===== config.mk =====
export PLATFORM = sky130hd
export DESIGN_NAME = fetch_unit
export DESIGN_NICKNAME = d
export VERILOG_FILES = /design/src/rtl/fetch_unit.sv
export SDC_FILE = /design/constraint.sdc
export NUM_CORES = 1
export LEC_CHECK = 0
export ABC_AREA = 1
export BUFFER_PORTS_ARGS = -buffer_cell sky130_fd_sc_hd__buf_2
export CAP_MARGIN = 20
export CORE_MARGIN = 2
export CORE_UTILIZATION = 48
export DETAILED_ROUTE_END_ITERATION = 10
export PLACE_DENSITY = 0.81
export SLEW_MARGIN = 20
export SYNTH_ARGS = -nofsm -noshare
export SYNTH_HDL_FRONTEND = slang
export SYNTH_SLANG_ARGS = --single-unit

===== constraint.sdc =====
create_clock -name clk -period 2.4 [get_ports clk]
set_input_delay 0.72 -clock clk [delete_from_list [all_inputs] [get_ports clk]]
set_output_delay 0.72 -clock clk [all_outputs]
set_load 0.01 [all_outputs]

===== src/rtl/fetch_unit.sv =====
// Instruction fetch stage: owns the PC, fetches one word at a time over a
// req/valid handshake, holds it in the instruction register until the core
// retires it, then steps to pc+4 or the control-selected target.
module fetch_unit #(
  parameter logic [31:0] RESET_PC = 32'h0000_0000
) (
  input  logic        clk,
  input  logic        reset,
  output logic        imem_req,
  output logic [31:0] imem_addr,
  input  logic [31:0] imem_rdata,
  input  logic        imem_valid,
  input  logic        advance,
  input  logic        pcSrc,
  input  logic [31:0] pcTarget,
  output logic [31:0] instr,
  output logic        instrValid,
  output logic [6:0]  op,
  output logic [2:0]  funct3,
  output logic        funct7,
  output logic [31:0] pc,
  output logic [31:0] pcPlus4,
  output logic        trap,
  output logic [31:0] retired
);

  typedef enum logic [1:0] {S_FETCH, S_HOLD, S_ERROR} state_e;

  localparam logic [31:0] NOP = 32'h0000_0013;

  state_e      state_q, state_d;
  logic [31:0] pc_q, pc_d;
  logic [31:0] instr_q, instr_d;
  logic [31:0] retired_q, retired_d;
  logic        trap_q, trap_d;
  logic [31:0] pc_plus4;

  assign pc_plus4 = pc_q + 32'd4;

  // Next-state logic: accept a response in FETCH, retire/redirect in HOLD.
  always_comb begin
    state_d   = state_q;
    pc_d      = pc_q;
    instr_d   = instr_q;
    retired_d = retired_q;
    trap_d    = trap_q;
    case (state_q)
      S_FETCH: begin
        if (imem_valid) begin
          instr_d = imem_rdata;
          state_d = S_HOLD;
        end
      end
      S_HOLD: begin
        if (advance) begin
          retired_d = retired_q + 32'd1;
          // A misaligned taken target is fatal; pc keeps the faulting
          // instruction's address for debug.
          if (pcSrc && (pcTarget[1:0] != 2'b00)) begin
            trap_d  = 1'b1;
            state_d = S_ERROR;
          end else begin
            pc_d    = pcSrc ? pcTarget : pc_plus4;
            state_d = S_FETCH;
          end
        end
      end
      S_ERROR: begin
        trap_d = 1'b1;
      end
      default: begin
        state_d = S_FETCH;
      end
    endcase
  end

  // State registers with synchronous reset.
  always_ff @(posedge clk) begin
    if (reset) begin
      state_q   <= S_FETCH;
      pc_q      <= RESET_PC;
      instr_q   <= NOP;
      retired_q <= 32'd0;
      trap_q    <= 1'b0;
    end else begin
      state_q   <= state_d;
      pc_q      <= pc_d;
      instr_q   <= instr_d;
      retired_q <= retired_d;
      trap_q    <= trap_d;
    end
  end

  // Reset gates the request combinationally so an in-flight fetch is dropped
  // in the same cycle reset is raised.
  assign imem_req   = (state_q == S_FETCH) && !reset;
  assign imem_addr  = pc_q;
  assign instr      = instr_q;
  assign instrValid = (state_q == S_HOLD);
  assign op         = instr_q[6:0];
  assign funct3     = instr_q[14:12];
  assign funct7     = instr_q[30];
  assign pc         = pc_q;
  assign pcPlus4    = pc_plus4;
  assign trap       = trap_q;
  assign retired    = retired_q;

endmodule


## Word-level counts from Yosys, hierarchy flattened

Cells that the tools add are included.

- Flip-flop bits (word level): 99
- Input port bits: 69
- Output and inout bits: 174
- Word-level logic and storage cells: 33

- Add/subtract/negate cells: 2
- Equal/unequal tests: 5
- Multiplexer cells: 8
- Bitwise operators: 2
- Reductions and logical operators: 11

Operator list:

| operator | number |
|---|---|
| adder 32 x 1 -> 32 bit, second input constant | 1 |
| adder 32 x 3 -> 32 bit, second input constant | 1 |
| 2-to-1 mux 32 bit | 1 |
| AND reduction 3 bit | 3 |
| 2-to-1 mux 2 bit | 3 |
| case mux 2 bit (3 select lines) | 1 |
| inequality test 2 bit, second input constant | 2 |
| AND reduction 2 bit | 2 |
| nonzero test 2 bit | 2 |
| equality test 2 x 1 -> 1 bit, second input constant | 1 |
| equality test 2 bit, second input constant | 1 |
| logical AND 1 bit | 2 |
| logical NOT 2 bit | 1 |
| 2-to-1 mux 1 bit | 2 |
| inequality test 2 x 1 -> 1 bit, second input constant | 1 |
| NOT 1 bit | 2 |
| case mux 1 bit (2 select lines) | 1 |
| logical NOT 1 bit | 1 |

## Logic depth before layout (Yosys ltp)

Gate-level depths: netlist (run 1).

- Depth after elaboration: 5
- Mapped depth: 11

## Worst setup path after synthesis (run 1)

No wires, ideal clock.

- Path type: register to output
- Start point: register pc_q[3] (netlist: imem_addr[3])
- End point: output pcPlus4[26]
- Arrival: 1.379 ns
- Data required time: 1.680 ns
- Slack: 0.301 ns
- Cell stages (with the launch flop): 8
- Cells stage by stage: dfxtp_1 ha_1 nand2_1 nor2_4 nand2_2 nor2_4 nand3_1 and2_1

- Word-level cells in the longest chain between the ends: 1

RTL lines:

| element | RTL line | source |
|---|---|---|
| start: declaration | 32 | `logic [31:0] pc_q, pc_d;` |
| start signal: assignment | 87 | `pc_q <= pc_d;` |
| adder 32 x 3 -> 32 bit | 38 | `assign pc_plus4 = pc_q + 32'd4;` |
| end: declaration | 22 | `output logic [31:0] pcPlus4,` |

Every way passes these cells.

## Worst setup path after layout (run 1)

- Start point: register pc_q[2] (netlist: imem_addr[2])
- End point: output pcPlus4[20]

Same word-level chain as after synthesis.

==> run_results.csv, run 1 <==
group,metric,value,unit
route,drc_errors,0,
setup_path,end_kind,"primary output",
sta,tightest_slew,0.448,ns
setup_path,critPathArrivalTime,1.75,ns
power,p_sw_share,25.7,%
final_layout,antenna_cells,0,
floorplan,fp-row-count,39,
final_layout,area_growth,31.0,%
placement,port_buffers,242,
setup_path,ff2ff_path_depth,8,
final_layout,stdcell_count,1192,
power,p_clk_share,40.2,%
synth,synthTopCellsByArea,"dfxtp_1 35%, nand2_1 14%, nor2_1 11%, buf_4 6.2%, a21oi_1 5.1%",
sta,setup_viol,8,
synth,synthFlopType,"dfxtp_1",
synth,syn_nets,897,
setup_path,cp-startpoint,"imem_addr[2]",
clocking,cts.sinks,99,
synth,yosysSeqAreaShare,35.3,%
sta,rsz0062_at_grt,"yes",
route,post_drt_wl_per_cell,13.9,um
clocking,clk_pin_slew_worst_paths,0.07,ns
setup_path,crit_slowest_cell,"dfxtp_4",
route,drtPass1Iterations,5,
sta,fmax,0.405,GHz
power,pwr-share-comb,12.3,%
setup_path,critPathMaxFanout,5,
final_layout,layout.cells.most_common_list,"240 x buf_2, 207 x nand2_1, 150 x nor2_1",
clocking,cts_tree,"built",
run_status,violations,"setup timing",
sta,fin_skew,0.0102,ns
power,finalPower,3.67,mW
setup_path,cp_cell_sequence,"ha_4 > nand2_4 > nor2_4 > nand2_4 > nor2_4 > nand2_2 > nand2_2 > nand2_2 > buf_6",
placement,dp_slack,0.108,ns
route,drtIter0Drc,405,
sta,post-route-worst-setup-slack,-0.0698,ns
setup_path,reg2reg_to,"retired[20]",
power,ir_drop,0.383,mV
floorplan,die_x,112,um
synth,synth_cell_type_count,41,
final_layout,final_util,64.4,%
final_layout,layout.nets,1115,
power,power_leakage,3.60,nW
final_layout,postLayoutCellArea,7350,sq um
synth,synth_top_area_share,35.3,%
route,route.met3.wl,1.36,mm
sta,whs,0.470,ns
final_layout,layout_commonest_cell,"buf_2",
power,intPower,2.73,mW
synth,yosys_warnings,0,
placement,gp_congestion,0.900,
setup_path,crit_type,"reg -> out",
clocking,worst_skew_pair.late_latency,0.34,ns
sta,final_hold_viol_count,0,
route,drtAntennaViolNets,0,
power,p_sw,0.946,mW
clocking,cts_made_buffers,9,
setup_path,cp.buffers_inverters,1,
sta,slew_headroom,70.2,%
synth,synth_edf_count,0,
synth,async_flop_share,0,%
clocking,htree_levels,3,
floorplan,die_y,112,um
grt,antenna_found_initial,1,
floorplan,start_util,49.1,%
placement,place_area,6690,sq um
min_path,hold_path.class,"reg -> reg",
clocking,clock-root-buffer,"clkbuf_16",
run_status,status,"finished, violations left",
flow_run,drv_cap,0,
route,via_count,6090,
setup_path,cpPeakStageDelay,0.38,ns
setup_path,cpLargestDelayFamily,"simple AND/OR/NAND/NOR gates",
sta,period_share,103,%
setup_path,r2r_start,"state_q[1]",
sta,fin_tns_setup,-0.312,ns
synth,synth_area_leader_cell,"dfxtp_1",
sta,layout_min_cycle_time,2.47,ns
floorplan,die_area,12600,sq um
route,m1WireLength,6.87,mm
route,viasPerCell,5.11,
synth,synthCells,826,
route,top_layer,"met4",
floorplan,num_io_pins,243,
synth,ys_ff_latch,99,
setup_path,worst-r2r-setup-slack,0.67,ns
synth,avgSynthCellArea,6.79,sq um
setup_path,crit_path_end,"pcPlus4[20]",
power,p_seq_share,47.5,%
sta,drv_slew,0,
setup_path,cp.depth,9,
grt,track_usage,25.5,%
grt,grt_pass1_vias,5351,
grt,grt_overflow,0,
setup_path,startpoint_type,"register",
final_layout,drive_gt1_share,36.2,%
route,detail_route.wirelength,16.6,mm
grt,grt_max_degree,41,
clocking,clk_path_buf_depth,2,
placement,dp_cells,1160,
setup_path,critPathMostFrequentCell,"nand2_2",
placement,dpl.hpwl,12.1,mm
setup_path,crit_required,1.68,ns
synth,syn_area,5610,sq um
floorplan,core,11400,sq um
power,powerDensity,500,nW/um^2
route,wl_met2,7.87,mm
grt,grt_pass1_wl,26.1,mm
[what timing repair did]
action / CTS / global route
hold buffers: 0 / 0
gates resized for setup: 37 / 30
setup endpoints to repair: 23 / 22
pin swaps: 14 / 14
setup buffers: 11 / 4
[cell type report]
class,instances,area [sq um]
well taps,143,179
multi-input cells,599,3090
fillers,1018,4070
clock buffers,12,246
repair buffers,278,1540
inverters,57,224
clock inverters,4,48.8
flip-flops and latches,99,2030
[registers in the layout, summed over array words and instances (netlist names)]
signal     flops
imem_addr     32
state_q        2
trap           1
retired       32
instr         32
[worst min path at each step]
| stage | start | endpoint | slack (ns) | cells after the start |
|---|---|---|---|---|
| after floorplan | trap | trap | 0.47 | 2 |
| after global placement | imem_addr[1] | imem_addr[1] | 0.45 | 2 |
| after detailed placement | imem_addr[1] | imem_addr[1] | 0.46 | 2 |
| after CTS | imem_addr[1] | imem_addr[1] | 0.47 | 2 |
| after global routing | imem_addr[1] | imem_addr[1] | 0.49 | 2 |
| final | imem_addr[1] | imem_addr[1] | 0.47 | 2 |
[cells by family (layout without fill, tap and decap cells)]
kind of cell / Yosys count / after routing / synth area share, %
AOI/OAI and AO/OA: 117 / 117 / 11.6
xor gates and xnor gates: 20 / 20 / 3.66
adders and majority gates: 2 / 2 / 0.446
buffers and inverters: 128 / 351 / 12.6
DFF: 99 / 99 / 35.3
and+or+nand+nor: 460 / 460 / 36.4
[layer usage]
metal | vias to the layer above | track usage [%]
li1 | 3006 | -
met1 | 2722 | 31.4
met2 | 324 | 43.1
met3 | 38 | 5.72
met4 | 0 | 10.9
met5 | - | 0
[power by group through the flow]
stage / clock, mW / combinational, mW / sequential, mW
finish: 1.48 / 0.451 / 1.75
global route: 1.58 / 0.497 / 1.75
CTS: 1.51 / 0.442 / 1.75
detailed placement: 0 / 0.437 / 1.79
global placement: 0 / 0.433 / 1.78
floorplan: 0 / 0.235 / 1.81
[tightest hold or removal path, cell delays in order, from the launching register on]
cell and delay (ns):
dfxtp_1 0.33, nand2_1 0.07, nor2_1 0.04
[synthesized netlist by cell type (2+ instances only)]
| master | number |
|---|---|
| nand2_1 | 214 |
| nor2_1 | 162 |
| dfxtp_1 | 99 |
| a21oi_1 | 57 |
| inv_1 | 53 |
| buf_4 | 46 |
| nand3_1 | 38 |
| o21ai_0 | 38 |
| clkbuf_1 | 13 |
| xor2_1 | 13 |
| nor2_4 | 9 |
| a21boi_1 | 7 |
| nor2_2 | 7 |
| a22oi_1 | 5 |
| and2_1 | 5 |
| nand2_2 | 5 |
| nor2_8 | 5 |
| buf_1 | 4 |
| buf_6 | 4 |
| xor2_2 | 4 |
| a31oi_1 | 3 |
| buf_2 | 3 |
| nand4_1 | 3 |
| nor3_1 | 3 |
| xnor2_1 | 3 |
| a211oi_1 | 2 |
| ha_1 | 2 |
| inv_2 | 2 |
| nand2_4 | 2 |
| nor3b_1 | 2 |
| nor4_1 | 2 |
| o21bai_1 | 2 |
Note: power is estimated with default switching activity, not from simulation.
==> run 2: changes to the inputs <==
- clock period: 2.4 -> 2.75 ns (I/O delays scaled with it)
==> run 2 against run 1 <==
  * The flow now finishes without violations
  * Clock power about the same
  * Via count down 2.5%
  * Power down 7.2%
  * Sequential power down 13%
==> run_results.csv, run 2 (synthesis gave the netlist of run 1 again) <==
group,metric,value,unit
floorplan,die_x,112,um
placement,port_buffers,242,
flow_run,drv_cap,0,
setup_path,crit_slowest_cell,"dfxtp_4",
final_layout,drive_gt1_share,31.9,%
clocking,cts_made_buffers,9,
route,post_drt_wl_per_cell,14.1,um
placement,dp_slack,0.316,ns
grt,grt_overflow,0,
route,drtPass1Iterations,5,
setup_path,ff2ff_path_depth,8,
sta,setup_viol,0,
grt,grt_pass1_vias,5358,
sta,period_share,97.1,%
grt,grt_pass1_wl,26.0,mm
power,ir_drop,0.383,mV
sta,fin_tns_setup,0,ns
route,via_count,5939,
sta,fin_skew,0.00826,ns
run_status,status,"completed",
grt,antenna_found_initial,1,
setup_path,crit_path_end,"pcPlus4[26]",
min_path,hold_path.class,"reg -> reg",
floorplan,num_io_pins,243,
setup_path,critPathMostFrequentCell,"nor2_4",
sta,fmax,0.375,GHz
clocking,clk_path_buf_depth,2,
final_layout,fill_cells,1092,
setup_path,cpPeakStageDelay,0.38,ns
power,powerDensity,484,nW/um^2
sta,layout_min_cycle_time,2.67,ns
setup_path,reg2reg_to,"imem_addr[22]",
setup_path,worst-r2r-setup-slack,0.88,ns
route,drtIter0Drc,406,
placement,dp_cells,1152,
sta,tightest_slew,1.01,ns
setup_path,cp-startpoint,"imem_addr[3]",
floorplan,fp-row-count,39,
clocking,htree_levels,3,
floorplan,core,11400,sq um
route,viasPerCell,5.07,
sta,final_hold_viol_count,0,
setup_path,crit_required,1.93,ns
power,power_leakage,3.45,nW
clocking,cts_tree,"built",
clocking,cts.sinks,99,
route,detail_route.wirelength,16.5,mm
setup_path,critPathArrivalTime,1.85,ns
grt,track_usage,25.4,%
floorplan,start_util,49.1,%
clocking,clk_pin_slew_worst_paths,0.07,ns
setup_path,end_kind,"primary output",
clocking,holdBufCountCts,0,
setup_path,crit_type,"reg -> out",
setup_path,cp_cell_sequence,"ha_4 > nand2_1 > nor2_4 > nand2_4 > nor2_4 > nand3_1 > and2_1 > buf_2",
final_layout,layout.cells.most_common_list,"242 x buf_2, 213 x nand2_1, 162 x nor2_1",
grt,grt_max_degree,36,
placement,dpl.hpwl,12.4,mm
clocking,clock-root-buffer,"clkbuf_16",
route,drc_errors,0,
sta,slew_headroom,32.5,%
final_layout,area_growth,25.6,%
placement,gp_congestion,0.922,
sta,post-route-worst-setup-slack,0.0798,ns
final_layout,layout_commonest_cell,"buf_2",
final_layout,stdcell_count,1171,
route,drtAntennaViolNets,0,
floorplan,die_y,112,um
clocking,worst_skew_pair.late_latency,0.35,ns
setup_path,r2r_start,"state_q[1]",
setup_path,startpoint_type,"register",
sta,drv_slew,0,
setup_path,critPathMaxFanout,5,
final_layout,layout.nets,1093,
floorplan,die_area,12600,sq um
run 2: cell count changes in the layout (fill, tap and decap cells not counted), sizes merged:
cell / before / now
buf: 278 / 256
bufinv: 1 / 3
clkbuf: 12 / 10
clkinv: 2 / 1
clkinvlp: 0 / 1
diode: 0 / 1
run 2: timing repair:
action,4_1_cts,5_1_grt
gates cloned,0,0
setup buffers,0,2
endpoints found under the setup margin,5,14
pin swaps,1,2
gates resized for setup,2,19
run 2: layout make-up:
cell class                      instances  area (sq um)  area share, %
Clock buffer                           10           239           3.39
Antenna cell                            1          2.50         0.0355
Sequential cell                        99          2000           28.4
Timing Repair Buffer                  256          1330           18.9
Tap cell                              143           179           2.54
Multi-Input combinational cell        599          2960           42.0
Clock inverter                          6           111           1.58
Inverter                               57           224           3.18
run 2: worst max-delay path: cells and delay by family, from the launching register on:
family / cells / cell delay [ns]
simple gates: 6 / 0.83
buf+inv: 1 / 0.13
flops: 1 / 0.38
fa+ha+maj: 1 / 0.14
run 2: power breakdown:
part,internal [mW],leakage (nW),total [mW],switching [mW]
combinational,0.154,2.47,0.375,0.222
clock,0.917,0.169,1.51,0.588
sequential,1.49,0.813,1.53,0.0423
total,2.56,3.45,3.41,0.852
run 2: metal layers:
metal  part of all wire (%)  GRT usage (%)  vias up  wire length [um]
li1                       -              -     2952                 -
met2                     48           43.5      296              7980
met1                     41           30.7     2657              6750
met3                    8.1           5.51       34              1350
met5                      0              0        -                 0
met4                    2.8           11.4        0               458
run 2: worst min-delay path by stage:
stage            startpoint      endpoint  slack (ns)  cells past startpoint
4_1_cts        imem_addr[1]  imem_addr[1]        0.48                      2
6_report       imem_addr[1]  imem_addr[1]        0.47                      2
2_1_floorplan          trap          trap        0.47                      2
5_1_grt        imem_addr[1]  imem_addr[1]        0.50                      2
3_5_place_dp   imem_addr[1]  imem_addr[1]        0.46                      2
3_3_place_gp      instr[23]     instr[23]        0.46                      2
run 2: metrics by stage:
stage               area (sq um)  utilization [%]  hold slack (ns)  power (mW)
floorplan                   5610                -            0.474        1.79
global placement            6620             58.0            0.456        1.93
detailed placement          6620             58.0            0.464        1.94
CTS                         6970             61.1            0.476        3.43
global route                7050             61.7            0.500        3.53
finish                      7050             61.7            0.473        3.41
